## src/rtl/uart_tx_scheduler.sv

```systemverilog
// rtl/uart_tx_scheduler.sv - round-robin scheduler sharing one UART sender
// Arbitrates byte sources, holds tx_en long enough for the baud domain, and tracks each frame to completion.
module uart_tx_scheduler #(
  parameter int N_REQ     = 4,
  parameter int EN_CYCLES = 1400,
  parameter int TO_CYCLES = 200000,
  parameter int TO_W      = 18
) (
  input  logic               sysclk,
  input  logic               reset,
  input  logic [N_REQ-1:0]   req,
  input  logic [8*N_REQ-1:0] req_data,
  output logic [N_REQ-1:0]   grant,
  output logic               tx_en,
  output logic [7:0]         tx_data,
  input  logic               tx_status,
  output logic               busy,
  output logic [15:0]        frame_cnt,
  output logic               err_timeout
);

  localparam int IDX_W = (N_REQ > 1) ? $clog2(N_REQ) : 1;
  localparam int EN_W  = $clog2(EN_CYCLES + 1);

  typedef enum logic [1:0] {S_IDLE, S_LOAD, S_WAIT_BUSY, S_WAIT_DONE} state_t;

  state_t             state_q;
  logic [IDX_W-1:0]   ptr_q;
  logic [EN_W-1:0]    en_cnt_q;
  logic [TO_W-1:0]    wd_q;
  logic [N_REQ-1:0]   grant_q;
  logic               tx_en_q;
  logic [7:0]         tx_data_q;
  logic [15:0]        frame_cnt_q;
  logic               err_q;

  logic [2*N_REQ-1:0] req_rot;
  logic [IDX_W:0]     cand;
  logic               win_found;
  logic [IDX_W-1:0]   win_idx;
  logic [IDX_W-1:0]   ptr_d;
  logic [7:0]         win_byte;

  // Rotating the request vector by the pointer turns the wrapping scan into a plain lowest-bit search.
  always_comb begin
    req_rot   = {req, req} >> ptr_q;
    win_found = 1'b0;
    win_idx   = '0;
    cand      = '0;
    for (int k = 0; k < N_REQ; k++) begin
      if (!win_found && req_rot[k]) begin
        win_found = 1'b1;
        cand      = {1'b0, ptr_q} + (IDX_W+1)'(k);
        if (cand >= (IDX_W+1)'(N_REQ)) begin
          cand = cand - (IDX_W+1)'(N_REQ);
        end
        win_idx = cand[IDX_W-1:0];
      end
    end
  end

  always_comb begin
    win_byte = '0;
    for (int i = 0; i < N_REQ; i++) begin
      if (win_idx == IDX_W'(i)) begin
        win_byte = req_data[8*i +: 8];
      end
    end
  end

  assign ptr_d = (win_idx == IDX_W'(N_REQ - 1)) ? '0 : win_idx + 1'b1;

  always_ff @(posedge sysclk) begin
    if (reset) begin
      state_q     <= S_IDLE;
      ptr_q       <= '0;
      en_cnt_q    <= '0;
      wd_q        <= '0;
      grant_q     <= '0;
      tx_en_q     <= 1'b0;
      tx_data_q   <= '0;
      frame_cnt_q <= '0;
      err_q       <= 1'b0;
    end else begin
      grant_q <= '0;
      case (state_q)
        S_IDLE: begin
          if (tx_status && win_found) begin
            grant_q   <= N_REQ'(1) << win_idx;
            tx_data_q <= win_byte;
            tx_en_q   <= 1'b1;
            ptr_q     <= ptr_d;
            en_cnt_q  <= '0;
            state_q   <= S_LOAD;
          end
        end
        S_LOAD: begin
          if (en_cnt_q == EN_W'(EN_CYCLES - 1)) begin
            tx_en_q <= 1'b0;
            wd_q    <= '0;
            state_q <= S_WAIT_BUSY;
          end else begin
            en_cnt_q <= en_cnt_q + 1'b1;
          end
        end
        S_WAIT_BUSY: begin
          if (!tx_status) begin
            wd_q    <= '0;
            state_q <= S_WAIT_DONE;
          end else if (wd_q == TO_W'(TO_CYCLES - 1)) begin
            err_q   <= 1'b1;
            state_q <= S_IDLE;
          end else begin
            wd_q <= wd_q + 1'b1;
          end
        end
        S_WAIT_DONE: begin
          if (tx_status) begin
            frame_cnt_q <= frame_cnt_q + 1'b1;
            state_q     <= S_IDLE;
          end else if (wd_q == TO_W'(TO_CYCLES - 1)) begin
            err_q   <= 1'b1;
            state_q <= S_IDLE;
          end else begin
            wd_q <= wd_q + 1'b1;
          end
        end
        default: state_q <= S_IDLE;
      endcase
    end
  end

  assign grant       = grant_q;
  assign tx_en       = tx_en_q;
  assign tx_data     = tx_data_q;
  assign busy        = (state_q != S_IDLE);
  assign frame_cnt   = frame_cnt_q;
  assign err_timeout = err_q;

endmodule

```

## config.mk

```make
export PLATFORM = sky130hd
export DESIGN_NAME = uart_tx_scheduler
export DESIGN_NICKNAME = d
export VERILOG_FILES = /design/src/rtl/uart_tx_scheduler.sv
export SDC_FILE = /design/constraint.sdc
export NUM_CORES = 1
export LEC_CHECK = 0
export CAP_MARGIN = 40
export CORE_ASPECT_RATIO = 1.5
export CORE_UTILIZATION = 40
export CTS_CLUSTER_DIAMETER = 80
export DETAILED_ROUTE_END_ITERATION = 8
export PLACE_DENSITY = 0.62
export SLEW_MARGIN = 15
export SYNTH_ARGS = -nofsm -noshare
export SYNTH_HDL_FRONTEND = slang
export SYNTH_SLANG_ARGS = --single-unit
```

## constraint.sdc

```tcl
create_clock -name sysclk -period 2.4 [get_ports sysclk]
set_input_delay 0.24 -clock sysclk [delete_from_list [all_inputs] [get_ports sysclk]]
set_output_delay 0.24 -clock sysclk [all_outputs]
set_load 0.1 [all_outputs]
```

==> out/qor.csv <==
stage,metric,value,unit
place,DPL Wire Length,6138,um
clock_tree,CTS Hold Bufs,0,
clock_tree,clk slew on worst S/H paths,0.05,ns
route,DRT Wirelength,8417,um
clock_tree,# H-tree levels,3,
clock_tree,Root Driver,clkbuf_16,
sta,RSZ-0062 raised after global routing,no,
critical_path,CP Capture Type,flop,
logic_synthesis,mux cell area share after synthesis,0.009167,
place,IO Port Bufs,69,
route,per-cell routed wire length,14.31,um
die,row count,40,
cells_and_area,# nets final,524,
critical_path,worst reg-to-reg setup slack,0.24,ns
cells_and_area,synthesis-to-layout area growth,33.35,%
cells_and_area,fraction of layout cells with a size suffix above 1,0.1511,
critical_path,worst endpoint required time,2.61,ns
critical_path,WP data arrival,2.41,ns
global_route,pin count of the biggest net entering global routing,22,
logic_synthesis,syn_nets,449,
route,Vias/cell,5.500,
clock_tree,clock latency on the worst-skew pair,0.33,ns
logic_synthesis,"Seq/Total Area, Yosys",0.3850,
die,die area,0.008562,mm2
route,DR iter-0 viols,156,
logic_synthesis,mapped cell area,0.003276,mm2
place,GP Congestion,0.8309,
logic_synthesis,Post-Synth XOR/XNOR Area,0.04813,
cells_and_area,n_diodes,0,
clock_tree,CTS tree,built,
critical_path,Critical Path Start Type,primary input,
route,Routed Antenna Nets,0,
logic_synthesis,Synth Area in Compound Gates,0.1998,
route,DRC errors left,0,
sta,crit share post-route,0.9150,
logic_synthesis,Simple-Gate Fraction of Synth Area,0.2888,
logic_synthesis,synth unique cells,54,
route,Vias,3234,
sta,Worst Skew,0.005156,ns
sta,total negative slack,0,ns
sta,Fmax,455.4,MHz
pwr,pwr dens,648.3,mW/mm2
cells_and_area,most frequent cells in the layout,"dfxtp_1, nor2_1, buf_4",
sta,# setup viols final,0,
sta,Slew @ Worst Pin,0.4779,ns
sta,Max Slew Vio Count,0,
die,die width,75.89,um
logic_synthesis,post-synthesis cell count,403,
global_route,first-pass GRT wire length,13780,um
sta,"Hold Vio Cnt, Final",0,
logic_synthesis,Post-synth EDFFs,0,
cells_and_area,utilization after layout,0.5489,
place,placed cell areas,0.004073,mm2
global_route,vias in the first global route,2994,
cells_and_area,Filler cells,750,
route,Pre-antenna DRT Iters,4,
pwr,Leak,1.633,nW
logic_synthesis,synth warn,0,
critical_path,Crit Path Category,in2reg,
job,Max Cap Violations,0,
clock_tree,CTS max path bufs,2,
sta,tightest hold margin,0.2968,ns
global_route,initial antenna violation count,0,
cells_and_area,"most common cell after layout, fill and taps aside",dfxtp_1,
clock_tree,CTS buffer count,9,
logic_synthesis,Post-Synth Adder-Cell Area,0.02674,
logic_synthesis,Synth Register Bits,63,
critical_path,worst-path fanout max,16,
cells_and_area,cell area after layout,0.004368,mm2
pwr,VDD IR max,0.0005610,V
run_status,status,completed,
min_path,Hold WC Path Type,in2reg,
logic_synthesis,combinational family with the most area after synthesis,simple AND/OR/NAND/NOR gates,
sta,fin crit period,2.196,ns
die,Ports,70,
clock_tree,Sink Count,63,
die,Initial Util,0.4116,
logic_synthesis,"FFs w/ async S/R, synth",0,
global_route,GR Util All Layers,0.2090,
global_route,total grt overflow,0,
logic_synthesis,Post-Syn Area per Cell,8.128,um2
logic_synthesis,"Top FF cell, synth",dfxtp_1,
die,Core Footprint,0.007958,mm2
die,Die Y,112.8,um
sta,Slew headroom,0.6814,
-- logic make-up after synthesis --
family | Yosys count
DFF | 63
xor gates and xnor gates | 18
buffers and inverters | 35
and+or+nand+nor | 177
AOI/OAI and AO/OA | 100
muxes | 3
adders and majority gates | 7
-- where the power goes --
part           internal, mW  switching [mW]  total, mW  leakage [nW]
clock                 0.830           0.448       1.28         0.140
combinational         0.177           0.286      0.463         0.983
sequential             1.07          0.0193       1.09         0.510
-- final timing paths --
kind,start,endpoint,cells past startpoint
max,req[0],tx_data[3],11
max reg2reg,ptr_q[1],tx_data[3],10
min,reset,state_q[1],2
min reg2reg,err_timeout,err_timeout,2
-- metrics by stage --
stage	total power [mW]	setup slack, ns	std cells
after detailed placement	1.573	-0.1624	572
after global routing	2.945	0.03351	588
after global placement	1.572	-0.1098	572
after CTS	2.856	0.1686	588
final	2.832	0.2040	588
after floorplan	1.406	0.2253	403
-- state kept, by name (all words and copies together), names as in the netlist --
register     count
wd_q            18
state_q          2
tx_data          8
err_timeout      1
grant            4
en_cnt_q        11
frame_cnt       16
tx_en            1
ptr_q            2
-- what timing repair did --
item | CTS | global route
setup buffers | 0 | 0
endpoints found under the hold margin | 0 | 0
resized for setup | 0 | 1
endpoints found under the setup margin | 0 | 6
-- per-layer routing --
metal,GRT usage,vias to the layer above,wire [um]
li1,-,1626,-
met1,0.2499,1512,3527
met2,0.3546,82,4369
met3,0.04630,14,368
met4,0.07901,0,152
met5,0,-,0
-- cells in the mapped netlist, types with 7 or more instances --
library cell	instances	area, um2
a211oi_1	10	75.07
a21oi_1	31	155.2
nand3_1	19	95.09
inv_1	11	41.29
nor3_1	22	110.1
ha_1	7	87.58
clkbuf_1	17	63.81
a221oi_1	8	70.07
nand2_1	24	90.09
nor2_1	50	187.7
and3_1	9	56.30
a31oi_1	8	50.05
nor2b_1	9	56.30
o21ai_0	9	45.04
o21ai_1	9	45.04
xnor2_1	13	113.9
dfxtp_1	63	1261
-- area by class of cell --
cell class	count	area (um2)	share of cell area
Timing Repair Buffer	88	763.2	0.1747
Multi-Input combinational cell	305	1878	0.4300
Clock inverter	3	42.54	0.009739
Tap cell	105	131.4	0.03008
Clock buffer	13	250.2	0.05729
Inverter	11	41.29	0.009453
Sequential cell	63	1261	0.2887
-- critical path, stage by stage --
cell	delay (ns)
clkdlybuf4s50_1	0.55
a21oi_1	0.09
o21a_1	0.17
o22ai_1	0.15
buf_4	0.16
inv_1	0.06
ha_1	0.33
a221oi_1	0.29
nor3_1	0.08
a211oi_1	0.20
nor3_1	0.09
Power figures use the tool's default switching activity.
